File: src/rtl/tlc5620_rx.sv
// Receive-side decoder for the TLC5620 serial DAC link: oversamples the driver's
// pins and rebuilds the DAC's input latches and output registers in fabric.

module tlc5620_rx_sync #(
    parameter int   STAGES  = 2,
    parameter logic RST_VAL = 1'b0
) (
    input  logic clk,
    input  logic rst,
    input  logic d,
    output logic s
);
    logic [STAGES-1:0] pipe;

    always_ff @(posedge clk or negedge rst) begin
        if (!rst) pipe <= {STAGES{RST_VAL}};
        else      pipe <= {pipe[STAGES-2:0], d};
    end

    assign s = pipe[STAGES-1];
endmodule

module tlc5620_rx #(
    parameter int SYNC_STAGES = 2
) (
    input  logic       clk,
    input  logic       rst,
    input  logic       dac_clk,
    input  logic       data,
    input  logic       load,
    input  logic       ldac,
    output logic [7:0] ch_a,
    output logic [7:0] ch_b,
    output logic [7:0] ch_c,
    output logic [7:0] ch_d,
    output logic [3:0] rng,
    output logic       upd,
    output logic       frame_ok,
    output logic       frame_err,
    output logic [1:0] last_addr
);
    localparam int         NUM_PINS = 4;
    localparam int         NUM_CH   = 4;
    // Pin order {ldac, load, data, dac_clk}; idle levels so reset release is edge-free.
    localparam logic [3:0] PIN_RST  = 4'b1100;

    logic [NUM_PINS-1:0] pin_raw, pin_s, pin_h;
    logic [2:0]          fall_q;
    logic                clk_fall, load_fall, ldac_fall;
    logic                load_s, ldac_s, data_d;

    assign pin_raw = {ldac, load, data, dac_clk};

    genvar gi;
    generate
        for (gi = 0; gi < NUM_PINS; gi++) begin : g_sync
            tlc5620_rx_sync #(
                .STAGES (SYNC_STAGES),
                .RST_VAL(PIN_RST[gi])
            ) u_sync (
                .clk(clk),
                .rst(rst),
                .d  (pin_raw[gi]),
                .s  (pin_s[gi])
            );
        end
    endgenerate

    // Edge pulses are registered so every pin event lands SYNC_STAGES+2 edges after the pin.
    always_ff @(posedge clk or negedge rst) begin
        if (!rst) begin
            pin_h  <= PIN_RST;
            fall_q <= '0;
        end else begin
            pin_h  <= pin_s;
            fall_q <= {pin_h[3] & ~pin_s[3], pin_h[2] & ~pin_s[2], pin_h[0] & ~pin_s[0]};
        end
    end

    assign clk_fall  = fall_q[0];
    assign load_fall = fall_q[1];
    assign ldac_fall = fall_q[2];
    assign load_s    = pin_s[2];
    assign ldac_s    = pin_s[3];
    // Data history bit lines up with the registered dac_clk fall, well inside the hold window.
    assign data_d    = pin_h[1];

    logic [10:0]              shift;
    logic [3:0]               bitcnt;
    logic [NUM_CH-1:0][8:0]   in_latch, out_reg;
    logic [NUM_CH-1:0][8:0]   lat_nxt, out_nxt;
    logic                     accept, imm_wr, shift_en;
    logic [1:0]               addr;
    logic [8:0]               word;

    assign addr     = shift[10:9];
    assign word     = shift[8:0];
    assign accept   = load_fall && (bitcnt >= 4'd11);
    assign imm_wr   = accept && !ldac_s;
    assign shift_en = clk_fall && load_s;

    always_comb begin
        lat_nxt = in_latch;
        if (accept) lat_nxt[addr] = word;
    end

    // ldac transfers the already-updated latches, so a coincident frame wins its channel.
    always_comb begin
        out_nxt = out_reg;
        if (ldac_fall)   out_nxt = lat_nxt;
        else if (imm_wr) out_nxt[addr] = word;
    end

    always_ff @(posedge clk or negedge rst) begin
        if (!rst) begin
            shift     <= '0;
            bitcnt    <= '0;
            in_latch  <= '0;
            out_reg   <= '0;
            last_addr <= '0;
            upd       <= 1'b0;
            frame_ok  <= 1'b0;
            frame_err <= 1'b0;
        end else begin
            if (shift_en) shift <= {shift[9:0], data_d};

            if (load_fall)                      bitcnt <= '0;
            else if (shift_en && bitcnt != 4'hf) bitcnt <= bitcnt + 4'd1;

            in_latch <= lat_nxt;
            out_reg  <= out_nxt;
            if (accept) last_addr <= addr;

            frame_ok  <= accept;
            frame_err <= load_fall && !accept;
            upd       <= ldac_fall || imm_wr;
        end
    end

    assign ch_a = out_reg[0][7:0];
    assign ch_b = out_reg[1][7:0];
    assign ch_c = out_reg[2][7:0];
    assign ch_d = out_reg[3][7:0];

    generate
        for (gi = 0; gi < NUM_CH; gi++) begin : g_rng
            assign rng[gi] = out_reg[gi][8];
        end
    endgenerate
endmodule

File: config.mk
export PLATFORM = sky130hd
export DESIGN_NAME = tlc5620_rx
export DESIGN_NICKNAME = d
export VERILOG_FILES = /design/src/rtl/tlc5620_rx.sv
export SDC_FILE = /design/constraint.sdc
export NUM_CORES = 1
export LEC_CHECK = 0
export BUFFER_PORTS_ARGS = -buffer_cell sky130_fd_sc_hd__buf_2
export CAP_MARGIN = 20
export CORE_UTILIZATION = 63
export DETAILED_ROUTE_END_ITERATION = 8
export MAX_ROUTING_LAYER = met4
export PLACE_DENSITY = 0.84
export SLEW_MARGIN = 20
export SYNTH_ARGS = -nofsm -noshare
export SYNTH_HDL_FRONTEND = slang
export SYNTH_SLANG_ARGS = --single-unit
File: constraint.sdc
create_clock -name clk -period 2.9 [get_ports clk]
set_input_delay 0.58 -clock clk [delete_from_list [all_inputs] [get_ports clk]]
set_output_delay 0.58 -clock clk [all_outputs]
set_load 0.03 [all_outputs]
==> results.py, run 1 <==
metrics = {
    "status": {
        "status": "completed",
    },
    "global_route": {
        "grt_overflow": 0,
        "antenna_found_initial": 0,
        "track_usage_pct": 26.7,
        "grt_pass1_wl_mm": 16.4,
        "grt_pass1_vias": 3159,
        "grt_max_degree": 73,
    },
    "die": {
        "core_area_mm2": 0.00733,
        "initial_core_util_pct": 66.2,
        "die_height_um": 89.8,
        "fp.dieW_um": 89.8,
        "io_pins": 47,
        "rows": 31,
        "dieArea_mm2": 0.00806,
    },
    "clock_network": {
        "postCtsHoldBufs": 0,
        "clk_pin_slew_ps": 90,
        "cts-root-buf": "clkbuf_8",
        "cts_setup_buffers": 0,
        "cts_made_buffers": 9,
        "clk_latency_ps": 370,
        "cts_resized": 0,
        "cts_tree": "yes",
        "htreeDepth": 3,
        "clockBufferDepth": 2,
        "clock_sinks": 107,
    },
    "placement": {
        "portBuffers": 46,
        "dp_hpwl_mm": 5.89,
        "placed_area_mm2": 0.00505,
        "place_ws_ps": 906,
        "gp_congestion": 0.787,
        "dpl.cell_count": 497,
    },
    "sta": {
        "whs_ps": 166,
        "setup_viol_count_final": 0,
        "finalCritPeriodShare_pct": 69.6,
        "slew_headroom_pct": 53.0,
        "hold_violations": 0,
        "final.setup.tns_ps": 0,
        "skew_ps": 7.46,
        "rsz0062_at_grt": "false",
        "period_needed_ps": 2020,
        "tightest_slew_ps": 705,
        "timing.final.ws_setup_ps": 883,
        "fmax_mhz": 496,
        "maxSlewViolCount": 0,
    },
    "route": {
        "dr_total_vias": 3293,
        "routed_via_density": 6.42,
        "drt_iter0_markers": 254,
        "drt-total-wl_mm": 9.76,
        "drc": 0,
        "ant_nets": 0,
        "wl_per_cell_um": 19.0,
        "firstDrtPassIters": 4,
    },
    "yosys": {
        "syn_avg_cell_area_um2": 12.5,
        "synth.top_cell.area_share_pct": 52.1,
        "yosys-top-cells-area": "dfrtp_1 52%, o211ai_1 11%, mux2_2 11%, o2111ai_1 6.5%, dfstp_2 3.2%",
        "synth_mux_area_share_pct": 10.9,
        "synthCells": 387,
        "synth_adder_area_share_pct": 0.258,
        "synth_top_cell_by_area": "dfrtp_1",
        "syn-num-nets": 394,
        "yosys.area_share.simple_pct": 5.06,
        "synth-seq-area-share_pct": 55.4,
        "synth-xor-area-share_pct": 0,
        "ys_ff_latch": 107,
        "syn-cell-area_mm2": 0.00485,
        "synth_top_family_by_area": "compound AO/OA/AOI/OAI gates",
        "synth_compound_area_share_pct": 21.0,
        "ys_warn_count": 0,
        "ys_types": 36,
    },
    "finish": {
        "stdcell_count": 513,
        "layout_common_cells": "100 x dfrtp_1, 71 x o211ai_1, 47 x mux2_2",
        "fin_area_mm2": 0.00527,
        "final_common_cell": "dfrtp_1",
        "n_antenna_cell": 0,
        "drive_gt1_share_pct": 32.4,
        "utilization_pct": 71.9,
        "nets": 416,
        "syn_to_final_growth_pct": 8.69,
    },
    "critical_path": {
        "slowest_stage": "dfrtp_1",
        "crit_path_cell_trace": "ha_1, o211ai_4, inv_2, nand2_4, mux2_2",
        "required_ps": 3150,
        "crit_path_max_incr_delay_ps": 420,
        "crit_family": "flip-flops",
        "start_kind": "flop",
        "crit_type": "reg -> reg",
        "cp-end-kind": "flop",
        "timing.critical_path.buf_inv": 1,
        "worst-path-max-fanout": 40,
        "arrival_ps": 2270,
    },
    "min_path": {
        "hold_path_class": "in -> async",
    },
    "power_and_ir_drop": {
        "p_leak_nw": 2.42,
        "vdd_drop_max_v": 0.000334,
        "fin_total_pwr_mw": 2.94,
        "power_density_mw_per_mm2": 557,
    },
    "flow_run": {
        "max-cap-violations": 0,
    },
}
[area by class of cell]
cell class | count | area (um^2)
Clock inverter | 4 | 73.8
Multi-Input combinational cell | 202 | 1810
Sequential cell | 107 | 2690
Timing Repair Buffer | 51 | 295
Inverter | 38 | 143
Clock buffer | 12 | 145
Fill cell | 497 | 2060
Tap cell | 99 | 124
[power by group]
part | switching (mW) | internal [mW] | total, mW
sequential | 0.200 | 1.55 | 1.75
combinational | 0.119 | 0.0650 | 0.184
clock | 0.488 | 0.511 | 1.00
total | 0.807 | 2.13 | 2.94
[cells in the mapped netlist]
cell,number
a21oi_1,4
and2_1,3
and3_1,1
and4b_1,1
buf_1,3
buf_12,1
buf_2,8
buf_4,5
buf_6,3
clkbuf_1,20
clkinv_1,1
dfrtp_1,101
dfstp_2,6
ha_1,1
inv_1,36
inv_2,1
mux2_2,47
nand2_1,7
nand2_2,1
nand2_4,1
nand2b_4,2
nand3_1,2
nand3b_1,1
nor2_2,1
nor2_8,3
nor2b_1,5
nor3_1,1
o2111ai_1,36
o211ai_1,71
o211ai_4,1
o21ai_0,4
o311ai_2,1
o31ai_1,1
o31ai_4,4
or2_1,1
or3_1,2
[state kept, by name, indices dropped and copies added (netlist names)]
register            cells
upd                     1
ch_a                    8
rng                     4
ch_d                    8
ch_c                    8
shift                  11
frame_err               1
bitcnt                  4
frame_ok                1
ch_b                    8
pin_h                   4
in_latch               36
last_addr               2
fall_q                  3
g_sync.u_sync.pipe      8
[logic make-up after synthesis]
| logic type | Yosys count |
|---|---|
| AO/OA/AOI/OAI | 122 |
| flip-flops | 107 |
| adder cells (fa/ha/maj) | 1 |
| AND/OR/NAND/NOR | 32 |
| buffers and inverters | 78 |
| multiplexers | 47 |
[final timing paths]
path / cells after the start / slack [ps] / from / to
min in group clk: 1 / 300 / load / g_sync[2].u_sync.pipe[0]
min: 1 / 170 / rst / ch_a[2]
max: 5 / 880 / bitcnt[0] / in_latch[8]
max in group asynchronous: 2 / 2000 / rst / pin_h[2]
min reg2reg: 0 / 360 / g_sync[0].u_sync.pipe[0] / g_sync[0].u_sync.pipe[1]
max reg2reg: 5 / 880 / bitcnt[0] / in_latch[8]
[worst register-to-register path: cells and delay by family, from the launching register on]
| kind | cells | cell delay (ps) |
|---|---|---|
| buffers and inverters | 1 | 320 |
| AOI/OAI and AO/OA | 1 | 270 |
| adders and majority gates | 1 | 280 |
| DFF | 1 | 420 |
| muxes | 1 | 360 |
| and+or+nand+nor | 1 | 250 |
[layer usage]
layer	GRT usage [%]	share of wire, %	vias up
li1	-	-	1496
met1	37.9	44	1662
met2	38.7	48	116
met3	3.30	5.4	19
met4	12.6	2.2	0
met5	-	0	-
No activity file was read; power rests on OpenSTA's default activity.
==> run 2: changes to the inputs <==
--- a/config.mk
+++ b/config.mk
@@ -7,10 +7,10 @@
 export LEC_CHECK = 0
 export BUFFER_PORTS_ARGS = -buffer_cell sky130_fd_sc_hd__buf_2
 export CAP_MARGIN = 20
-export CORE_UTILIZATION = 63
+export CORE_UTILIZATION = 59
 export DETAILED_ROUTE_END_ITERATION = 8
 export MAX_ROUTING_LAYER = met4
-export PLACE_DENSITY = 0.84
+export PLACE_DENSITY = 0.8
 export SLEW_MARGIN = 20
 export SYNTH_ARGS = -nofsm -noshare
 export SYNTH_HDL_FRONTEND = slang
==> constraint.sdc (replaced) <==
create_clock -name clk -period 1.95 [get_ports clk]
set_input_delay 0.39 -clock clk [delete_from_list [all_inputs] [get_ports clk]]
set_output_delay 0.39 -clock clk [all_outputs]
set_load 0.03 [all_outputs]
==> run 2 against run 1 <==
Compared with the run above:
- sequential cell count unchanged
- fmax is 11% higher
- critical path type unchanged
- critical endpoint is now ch_c[4]
- largest cell class unchanged
- die area increased by 6.6%
- largest power group unchanged
==> results.py, run 2 (synthesis results as in run 1) <==
metrics = {
    "status": {
        "status": "completed",
    },
    "global_route": {
        "grt_max_degree": 108,
        "grt_pass1_wl_mm": 16.6,
        "antenna_found_initial": 0,
        "track_usage_pct": 26.0,
        "grt_pass1_vias": 3168,
        "grt_overflow": 0,
    },
    "finish": {
        "drive_gt1_share_pct": 34.1,
        "layout_common_cells": "100 x dfrtp_1, 71 x o211ai_1, 47 x mux2_2",
        "top_register": "in_latch",
        "n_antenna_cell": 0,
        "nFillCells": 600,
        "final_common_cell": "dfrtp_1",
        "top_regs": "in_latch x36, shift x11",
        "syn_to_final_growth_pct": 9.31,
        "largest_register_ffs": 36,
        "nets": 424,
    },
    "die": {
        "core_area_mm2": 0.00785,
        "die_height_um": 92.7,
        "fp.dieW_um": 92.7,
        "rows": 32,
        "io_pins": 47,
        "dieArea_mm2": 0.00859,
        "initial_core_util_pct": 61.8,
    },
    "clock_network": {
        "clockBufferDepth": 2,
        "cts_setup_buffers": 0,
        "htreeDepth": 3,
        "clk_latency_ps": 370,
        "cts_made_buffers": 9,
        "cts_tree": "yes",
        "clock_sinks": 107,
        "cts_resized": 0,
        "clk_pin_slew_ps": 100,
        "postCtsHoldBufs": 0,
        "cts-root-buf": "clkbuf_8",
    },
    "critical_path": {
        "slowest_stage": "o31ai_4",
        "r2r_setup_slack_ps": 140,
        "cp-end-kind": "flop",
        "crit_path_cell_trace": "ha_1, o211ai_4, buf_12, o31ai_4, o211ai_1",
        "worst-path-max-fanout": 38,
        "required_ps": 2180,
        "arrival_ps": 2050,
        "start_kind": "flop",
        "r2r-start": "bitcnt[0]",
        "crit_type": "reg -> reg",
        "crit_path_max_incr_delay_ps": 470,
        "r2r_end": "ch_c[4]",
        "critPathLaunch": "bitcnt[0]",
        "reg2reg_depth": 5,
    },
    "power_and_ir_drop": {
        "p_int_mw": 2.91,
        "seq_power_share_pct": 62.3,
        "p_comb_share_pct": 7.0,
        "p_clk_share_pct": 30.7,
        "p_leak_nw": 2.44,
        "vdd_drop_max_v": 0.000505,
        "power_density_mw_per_mm2": 791,
        "p_switching_mw": 1.29,
        "swShare_pct": 30.6,
    },
    "sta": {
        "period_needed_ps": 1810,
        "tightest_slew_ps": 555,
        "whs_ps": 79.0,
        "fmax_mhz": 552,
        "hold_violations": 0,
        "maxSlewViolCount": 0,
        "rsz0062_at_grt": "false",
        "final.setup.tns_ps": 0,
        "finalCritPeriodShare_pct": 92.9,
        "skew_ps": 9.83,
        "slew_headroom_pct": 63.0,
        "setup_viol_count_final": 0,
    },
    "route": {
        "firstDrtPassIters": 4,
        "ant_nets": 0,
        "wl_per_cell_um": 19.2,
        "routed_via_density": 6.36,
        "drc": 0,
        "drt-total-wl_mm": 10.1,
        "wl_met3_um": 538,
        "maxUsedRoutingLayer": "met4",
        "dr_total_vias": 3331,
        "route.layer.met1.wl_mm": 4.66,
        "wl_met2_mm": 4.66,
        "drt_iter0_markers": 228,
    },
    "placement": {
        "dp_hpwl_mm": 6.14,
        "portBuffers": 46,
        "gp_congestion": 0.807,
    },
    "min_path": {
        "hold_path_class": "in -> async",
    },
    "flow_run": {
        "max-cap-violations": 0,
    },
}
## run 2: cell types whose count changed in the layout (fill, tap and decap cells not counted)
cell | before | now
inv_6 | 0 | 1
inv_8 | 0 | 2
buf_4 | 4 | 12
bufinv_16 | 2 | 0
clkbuf_8 | 10 | 9
clkinv_4 | 1 | 2
clkinvlp_4 | 0 | 1
clkbuf_1 | 2 | 0
## run 2: final cells by class
type                            count  area (um^2)  share of cell area [%]
Sequential cell                   107         2690                    50.7
Multi-Input combinational cell    202         1810                    34.0
Timing Repair Buffer               59          355                    6.70
Inverter                           38          143                    2.69
Tap cell                          102          128                    2.41
Clock buffer                        9          124                    2.34
Clock inverter                      7         61.3                    1.16
## run 2: worst max-delay path by stage
stage	slack [ps]	endpoint
floorplan	330	ch_b[1]
global placement	260	in_latch[35]
detailed placement	200	ch_b[5]
CTS	150	ch_c[4]
global route	40	ch_c[4]
finish	140	ch_c[4]
## run 2: critical path, delay by kind of cell (launching register included)
family,cells,cell delay (ps)
adders and majority gates,1,280
AOI/OAI and AO/OA,3,760
DFF,1,400
buffers and inverters,1,210
## run 2: through the flow
stage	std cells	area (um^2)	worst slack, ps	power (mW)	utilization (%)
finish	524	5300	138	4.20	67.6
global route	524	5300	42.6	4.36	67.6
CTS	524	5300	145	4.21	67.6
detailed placement	508	5120	199	2.93	65.2
global placement	508	5120	262	2.91	65.2
floorplan	387	4850	333	2.72	-
## run 2: power groups by stage
stage	Clock, mW	Sequential, mW	Combinational (mW)
after global placement	0	2.63	0.283
after detailed placement	0	2.64	0.293
after floorplan	0	2.38	0.338
after global routing	1.41	2.63	0.322
final	1.29	2.61	0.294
after CTS	1.32	2.60	0.294
## run 2: per-layer routing
layer,global-route usage [%],vias to the layer above
li1,-,1506
met1,36.9,1676
met2,38.5,128
met3,3.69,21
met4,9.87,0
met5,-,-
==> run 3: changes to the inputs <==
--- a/config.mk
+++ b/config.mk
@@ -5,8 +5,9 @@
 export SDC_FILE = /design/constraint.sdc
 export NUM_CORES = 1
 export LEC_CHECK = 0
-export BUFFER_PORTS_ARGS = -buffer_cell sky130_fd_sc_hd__buf_2
+export BUFFER_PORTS_ARGS = -buffer_cell sky130_fd_sc_hd__buf_4
 export CAP_MARGIN = 20
+export CORE_ASPECT_RATIO = 0.6
 export CORE_UTILIZATION = 59
 export DETAILED_ROUTE_END_ITERATION = 8
 export MAX_ROUTING_LAYER = met4
==> run 3 against run 2 <==
Compared with the run above:
- power rose by 13%
- sequential power is essentially flat
- non-clock buffer count up 1
- clock-buffer cell count rose by 6
- register-to-register slack gained 40 ps
- sequential share of layout area shrank 2.4 points
- largest power group unchanged
- setup slack better by 39 ps
- clock skew is 4.0 ps lower
- fmax is 2.2% higher
- via count shrank 0.36%
- first-iteration DRC count is 6.6% higher
- highest routed layer unchanged
==> results.py, run 3 (synthesis results as in run 1) <==
metrics = {
    "status": {
        "status": "completed",
    },
    "critical_path": {
        "crit_path_max_incr_delay_ps": 460,
        "arrival_ps": 1980,
        "crit_path_cell_trace": "ha_1, o211ai_4, buf_12, o31ai_4, o211ai_1",
        "cp.depth": 5,
        "start_kind": "flop",
        "r2r_end": "ch_b[0]",
        "crit_type": "reg -> reg",
        "r2r_setup_slack_ps": 180,
        "worst-path-max-fanout": 47,
        "crit_family": "compound AO/OA/AOI/OAI gates",
        "reg2reg_depth": 5,
        "required_ps": 2150,
        "timing.critical_path.buf_inv": 1,
        "critPathLaunch": "bitcnt[0]",
        "slowest_stage": "o31ai_4",
        "r2r-start": "bitcnt[0]",
        "cp-end-kind": "flop",
    },
    "clock_network": {
        "cts-root-buf": "clkbuf_16",
        "htreeDepth": 3,
        "clock_sinks": 107,
        "postCtsHoldBufs": 0,
        "cts_setup_buffers": 0,
        "clockBufferDepth": 2,
        "clk_pin_slew_ps": 70,
        "cts_resized": 0,
        "cts_tree": "yes",
        "clk_latency_ps": 340,
        "cts_made_buffers": 9,
    },
    "flow_run": {
        "max-cap-violations": 0,
    },
    "placement": {
        "gp_congestion": 0.808,
        "portBuffers": 46,
        "dp_hpwl_mm": 6.28,
    },
    "die": {
        "fp.dieW_um": 119,
        "core_area_mm2": 0.00791,
        "dieArea_mm2": 0.00860,
        "rows": 25,
        "initial_core_util_pct": 61.3,
        "io_pins": 47,
        "die_height_um": 72.2,
    },
    "global_route": {
        "grt_max_degree": 57,
        "grt_pass1_vias": 3181,
        "track_usage_pct": 26.8,
        "antenna_found_initial": 0,
        "grt_overflow": 0,
        "grt_pass1_wl_mm": 16.9,
    },
    "sta": {
        "hold_violations": 0,
        "maxSlewViolCount": 0,
        "final.setup.tns_ps": 0,
        "period_needed_ps": 1770,
        "finalCritPeriodShare_pct": 90.9,
        "slew_headroom_pct": 65.2,
        "tightest_slew_ps": 523,
        "rsz0062_at_grt": "false",
        "skew_ps": 5.82,
        "fmax_mhz": 564,
        "whs_ps": 5.31,
        "setup_viol_count_final": 0,
    },
    "finish": {
        "n_antenna_cell": 0,
        "syn_to_final_growth_pct": 14.7,
        "nets": 425,
        "layout_common_cells": "100 x dfrtp_1, 71 x o211ai_1, 57 x buf_4",
        "top_register": "in_latch",
        "top_regs": "in_latch x36, shift x11",
        "largest_register_ffs": 36,
        "final_common_cell": "dfrtp_1",
        "drive_gt1_share_pct": 33.6,
    },
    "route": {
        "routed_via_density": 6.25,
        "ant_nets": 0,
        "dr_total_vias": 3319,
        "firstDrtPassIters": 7,
        "drt-total-wl_mm": 9.95,
        "wl_per_cell_um": 18.7,
        "drt_iter0_markers": 243,
        "drc": 0,
    },
    "power_and_ir_drop": {
        "p_leak_nw": 2.50,
        "power_density_mw_per_mm2": 855,
        "vdd_drop_max_v": 0.000518,
    },
    "min_path": {
        "hold_path_class": "in -> async",
    },
}
[run 3: cell count changes in the layout (fill, tap and decap cells not counted), sizes merged]
| cell | before | now |
|---|---|---|
| clkbuf | 9 | 15 |
| clkinv | 4 | 1 |
| inv | 40 | 37 |
| buf | 59 | 60 |
| bufinv | 0 | 1 |
| clkinvlp | 1 | 0 |
[run 3: layer usage]
layer | wire length, um | vias to the layer above | track usage (%) | part of all wire [%]
met3 | 596 | 14 | 7.00 | 6.0
met2 | 4570 | 121 | 38.6 | 46
met5 | 0 | - | - | 0
met4 | 98 | 0 | 7.17 | 0.98
met1 | 4690 | 1677 | 37.9 | 47
li1 | - | 1507 | - | -
[run 3: worst max-delay path by stage]
stage	endpoint
floorplan	ch_b[1]
detailed placement	rng[2]
CTS	rng[2]
finish	ch_b[0]
global placement	ch_d[0]
global route	ch_d[0]
[run 3: cell type report]
type / instances / area, um^2
Multi-Input combinational cell: 202 / 1810
Tap cell: 108 / 135
Fill cell: 567 / 2350
Clock inverter: 1 / 30.0
Sequential cell: 107 / 2690
Timing Repair Buffer: 60 / 488
Inverter: 38 / 143
Clock buffer: 15 / 278
[run 3: through the flow]
step           utilization (%)  cell area, um^2  worst slack, ps  std cells  power (mW)
3_5_place_dp              66.4             5260              196        515        2.94
6_report                  70.3             5570              178        531        4.76
4_1_cts                   70.3             5570              183        531        4.79
5_1_grt                   70.3             5570             31.7        531        4.94
2_1_floorplan                -             4850              333        387        2.72
3_3_place_gp              66.4             5260              238        515        2.91
[run 3: report_power, final]
part           internal [mW]  total, mW  switching (mW)
registers               2.31       2.61           0.296
logic                  0.119      0.299           0.181
clock network           1.10       1.85           0.748
total                   3.53       4.76            1.22
[run 3: worst reg2reg max path: stages, from the launching register on]
cell,delay [ps]
dfrtp_1,380
ha_1,270
o211ai_4,130
buf_12,230
o31ai_4,470
o211ai_1,160
